--- src/rtl/jericalla_fetch.sv ---
// jericalla_fetch: instruction fetch/sequencer for the Jericalla datapath.
// Holds a writable program memory and streams a programmable-length program
// one instruction per clock. Stalled and idle cycles carry the all-zero NOP.
module jericalla_fetch #(
  parameter int IW    = 17,
  parameter int DEPTH = 32,
  parameter int AW    = 5
) (
  input  logic          CLK,
  input  logic          RST,
  input  logic          WE,
  input  logic [AW-1:0] WADDR,
  input  logic [IW-1:0] WDATA,
  input  logic          START,
  input  logic [AW:0]   LEN,
  input  logic          STALL,
  output logic [IW-1:0] INSTR,
  output logic          VALID,
  output logic [AW-1:0] PC,
  output logic          BUSY,
  output logic          DONE
);

  typedef enum logic [1:0] {
    IDLE = 2'd0,
    RUN  = 2'd1,
    FIN  = 2'd2
  } state_t;

  localparam logic [AW:0]   DEPTH_L = (AW+1)'(DEPTH);
  localparam logic [AW:0]   CNT_ONE = (AW+1)'(1);
  localparam logic [AW-1:0] PC_ONE  = AW'(1);

  // Requested lengths beyond the memory size issue the whole memory once.
  function automatic logic [AW:0] clamp_len(input logic [AW:0] l);
    return (l > DEPTH_L) ? DEPTH_L : l;
  endfunction

  logic [IW-1:0] mem [DEPTH];

  state_t        state;
  logic [AW:0]   len_q;
  logic [AW:0]   cnt_q;
  logic [AW-1:0] pc_q;
  logic [IW-1:0] instr_p0;
  logic          vld_p0;
  logic          busy_q;
  logic          done_q;

  // Program memory: writable only while the sequencer is idle; not reset.
  always_ff @(posedge CLK) begin
    if (WE && (state == IDLE)) begin
      mem[WADDR] <= WDATA;
    end
  end

  // Sequencer FSM with registered instruction, valid and status outputs.
  always_ff @(posedge CLK) begin
    if (RST) begin
      state    <= IDLE;
      len_q    <= '0;
      cnt_q    <= '0;
      pc_q     <= '0;
      instr_p0 <= '0;
      vld_p0   <= 1'b0;
      busy_q   <= 1'b0;
      done_q   <= 1'b0;
    end else begin
      done_q <= 1'b0;
      case (state)
        IDLE: begin
          instr_p0 <= '0;
          vld_p0   <= 1'b0;
          if (START) begin
            len_q  <= clamp_len(LEN);
            pc_q   <= '0;
            cnt_q  <= '0;
            busy_q <= 1'b1;
            state  <= (clamp_len(LEN) == '0) ? FIN : RUN;
          end
        end
        RUN: begin
          if (STALL) begin
            instr_p0 <= '0;
            vld_p0   <= 1'b0;
          end else begin
            // Issue stage: mem[PC] becomes the datapath instruction next cycle.
            instr_p0 <= mem[pc_q];
            vld_p0   <= 1'b1;
            pc_q     <= pc_q + PC_ONE;
            cnt_q    <= cnt_q + CNT_ONE;
            if ((cnt_q + CNT_ONE) == len_q) begin
              state <= FIN;
            end
          end
        end
        FIN: begin
          instr_p0 <= '0;
          vld_p0   <= 1'b0;
          done_q   <= 1'b1;
          busy_q   <= 1'b0;
          state    <= IDLE;
        end
        default: begin
          state <= IDLE;
        end
      endcase
    end
  end

  assign INSTR = instr_p0;
  assign VALID = vld_p0;
  assign PC    = pc_q;
  assign BUSY  = busy_q;
  assign DONE  = done_q;

endmodule

--- config.mk ---
export PLATFORM = sky130hd
export DESIGN_NAME = jericalla_fetch
export DESIGN_NICKNAME = d
export VERILOG_FILES = /design/src/rtl/jericalla_fetch.sv
export SDC_FILE = /design/constraint.sdc
export NUM_CORES = 1
export LEC_CHECK = 0
export ABC_CLOCK_PERIOD_IN_PS = 2950
export CAP_MARGIN = 10
export CORE_MARGIN = 1
export CORE_UTILIZATION = 30
export DETAILED_ROUTE_END_ITERATION = 12
export DONT_BUFFER_PORTS = 1
export HOLD_SLACK_MARGIN = 0.08
export PLACE_DENSITY = 0.44
export SLEW_MARGIN = 15
export SYNTH_ARGS = -nofsm -noshare
export SYNTH_HDL_FRONTEND = slang
export SYNTH_SLANG_ARGS = --single-unit
--- constraint.sdc ---
create_clock -name CLK -period 2.95 [get_ports CLK]
set_input_delay 0.59 -clock CLK [delete_from_list [all_inputs] [get_ports CLK]]
set_output_delay 0.59 -clock CLK [all_outputs]
set_load 0.02 [all_outputs]
==> results.toml <==
[outcome]
status = "complete, no violations"

[critical_path]
reg2reg_from = "state[0]"
r2r_end = "mem[0][16]"
worstSetupPathType = "flop to flop"
crit_path_max_incr_delay_ns = 0.60
cp_cell_sequence = "nor2_1, nand2_1, or3_1, nor2_2, buf_12"
crit_required_ns = 3.24
r2r_setup_slack_ns = 0.48
cp-start-kind = "flop"
critPathSlowestCell = "or3_1"
rr_worst_depth = 5
end_kind = "flop"
crit_fanout = 12
worstPathArrival_ns = 2.76

[clock_network]
cts_tree = "built"
htreeDepth = 3
cts_setup_buffers = 0
cts_resized = 0
cts_hold_buf = 46
clk_path_buf_depth = 3
clk_pin_slew_ns = 0.06
cts_buffers = 66
cts_root_buffer = "clkbuf_16"
clk_latency_ns = 0.60
clock_sinks = 588

[sta]
finalCritPeriodShare_pct = 83.7
worst_pin_slew_ns = 1.15
rsz0062_at_grt = "false"
fin_skew_ns = 0.0273
slew_headroom_pct = 22.9
min_period_ns = 2.47
setup_viol = 0
drv_slew = 0
timing.setup.tns_ns = 0
timing.fmax_ghz = 0.405
hold_viol = 0

[route]
wl_mm = 67.1
wl_met2_mm = 32.1
dr_total_vias = 11900
dr.max_layer_used = "met4"
drt-met1-wl_mm = 29.8
ant_nets = 0
wire_per_inst_um = 28.8
first_pass_iters = 7
drt-vias-per-instance = 5.10
met3WireLength_mm = 3.35
drtIter0Drc = 1203
drc = 0

[synth]
synth_seq_area_share_pct = 75.9
synth.avg_cell_area_um2 = 19.2
synth_fa_ha_area_share_pct = 0.110
ys_ff_latch = 588
synth_top_family_by_area = "multiplexers"
synth_xor_area_share_pct = 0.309
synth_simple_gate_area_share_pct = 4.51
yosys.cell_types.count = 50
synth_compound_area_share_pct = 4.31
synthMuxAreaShare_pct = 13.2
yosys_warnings = 0
synth_top_flop_cell = "edfxtp_1"
synth_edf_count = 544
syn-num-nets = 1219
syn_area_um2 = 22700
async_flop_share_pct = 0
netlist_instances = 1184

[cells_and_area]
fin_area_um2 = 26900
drive_above_1_share_pct = 22.9
fin_nets = 1337
fillerInstances = 6976
areaGrowthSynthToFinish_pct = 18.5

[global_route]
grt_pass1_vias = 11900
grt_start_max_net_pins = 65
antenna_found_initial = 7
grt_pass1_wl_mm = 93.4
track_usage_pct = 17.6
overflow = 0

[floorplan]
die_area_um2 = 76700
die_y_um = 277
die_width_um = 277
initial_core_util_pct = 30.4
ioPinCount = 58
core_area_um2 = 74600
rows = 100

[pwr]
p_leak_nw = 8.16
p_per_area_nw_per_um2 = 683
ir_worst_vdd_mv = 0.290

[hold_path]
hold_start = "WDATA[0]"
min_path_type = "input port to flop"
worst_hold_path.endpoint = "mem[14][0]"
whs_path_depth = 0

[place]
dpl_cell_area_um2 = 24300
dpl.hpwl_mm = 35.9
routabilityCongestion = 0.784
portBuffers = 0

[job]
drv_cap = 0
[report_power, final]
group	internal [mW]	switching (mW)	total, mW	leakage [nW]
clock	4.76	3.25	8.01	1.01
combinational	0.424	0.644	1.07	1.89
sequential	9.20	0.0806	9.28	5.26
total	14.4	3.98	18.4	8.16
[state kept, by name, summed over array words and instances (netlist names), named ones only]
name,count
PC,5
len_q,6
cnt_q,6
DONE,1
INSTR,17
BUSY,1
mem,544
VALID,1
state,2
[how the worst max path moves through the flow]
stage | from | end | slack (ns) | cells after the start
after floorplan | state[0] | mem[12][0] | 0.61 | 6
after global placement | state[0] | mem[0][16] | 0.61 | 5
after detailed placement | state[0] | mem[0][16] | 0.55 | 5
after CTS | state[0] | mem[0][16] | 0.53 | 5
after global routing | state[0] | mem[0][5] | 0.42 | 5
final | state[0] | mem[0][16] | 0.48 | 5
[cell families (layout without fill, tap and decap cells)]
| group | after synthesis | in the layout |
|---|---|---|
| simple gates | 217 | 217 |
| flops | 588 | 588 |
| compound gates | 142 | 142 |
| mux | 164 | 164 |
| xor+xnor | 8 | 8 |
| buf+inv | 63 | 230 |
| other cells | 0 | 5 |
| fa+ha+maj | 2 | 2 |
[through the flow]
step | worst slack, ns | total power, mW | hold WS [ns] | cells | utilization, %
after detailed placement | 0.554 | 10.3 | 0.457 | 2157 | 32.6
after CTS | 0.525 | 18.6 | 0.0801 | 2320 | 36.0
final | 0.480 | 18.4 | 0.114 | 2325 | 36.0
after global routing | 0.416 | 18.9 | 0.0962 | 2320 | 36.0
after floorplan | 0.607 | 10.0 | 0.448 | 1184 | -
after global placement | 0.613 | 10.3 | 0.454 | 2157 | 32.6
[placed cells by master (no fill, tap or decap), types with 3 or more instances in the layout]
master         netlist  routed
mux4_2             106     106
nand3_1              6       6
nor3_1              10       9
or3_1                5       5
o21ai_0             20      20
a22oi_1             30      30
a211oi_1            15      15
nor2b_1             20      20
a21oi_1             29      29
nand2b_1             5       5
and2_1               4       4
o41ai_1             13      13
nand4_1              3       3
o22ai_1             20      20
mux2i_1             56      56
nand2_1             34      34
dlygate4sd3_1        0      41
clkinv_1             0      13
buf_4               11      51
edfxtp_1           544     544
nor2_1             105      72
clkbuf_1            19      18
nor2_2               0      33
dfxtp_1             44      41
or3b_2               3       3
o31ai_1              4       4
bufinv_16            0       5
inv_1                3       3
xor2_1               6       6
clkbuf_16            0      69
diode_2              0       5
nand3b_1             7       7
buf_12               1      18
nor3b_1              6       6
clkinv_2             0       7
[synth_stat cells (13+ instances only)]
cell type	instances	area, µm²
mux4_2	106	2390
edfxtp_1	544	16300
a22oi_1	30	225
a211oi_1	15	113
nor2_1	105	394
nand2_1	34	128
dfxtp_1	44	881
mux2i_1	56	561
o41ai_1	13	114
o21ai_0	20	100
clkbuf_1	19	71.3
a21oi_1	29	145
buf_2	19	95.1
nor2b_1	20	125
o22ai_1	20	125
[metal layers]
metal / vias up / track usage, %
met1: 6386 / 24.3
met2: 311 / 28.1
met5: - / 0
met3: 72 / 2.84
li1: 5083 / -
met4: 0 / 6.04
[critical path: cells and delay by family (launching register included)]
family / cells / cell delay [ns]
buffers and inverters: 1 / 0.20
AND/OR/NAND/NOR: 4 / 1.56
flip-flops: 1 / 0.41
[area by class of cell]
| class | instances | area [µm²] | share of cell area, % |
|---|---|---|---|
| Sequential cell | 588 | 17200 | 64.1 |
| Timing Repair Buffer | 110 | 1150 | 4.29 |
| Tap cell | 969 | 1210 | 4.51 |
| Inverter | 3 | 11.3 | 0.0419 |
| Antenna cell | 5 | 12.5 | 0.0466 |
| Clock buffer | 89 | 1820 | 6.78 |
| Multi-Input combinational cell | 533 | 5180 | 19.3 |
| Clock inverter | 28 | 259 | 0.964 |
No activity file was read; power rests on OpenSTA's default activity.
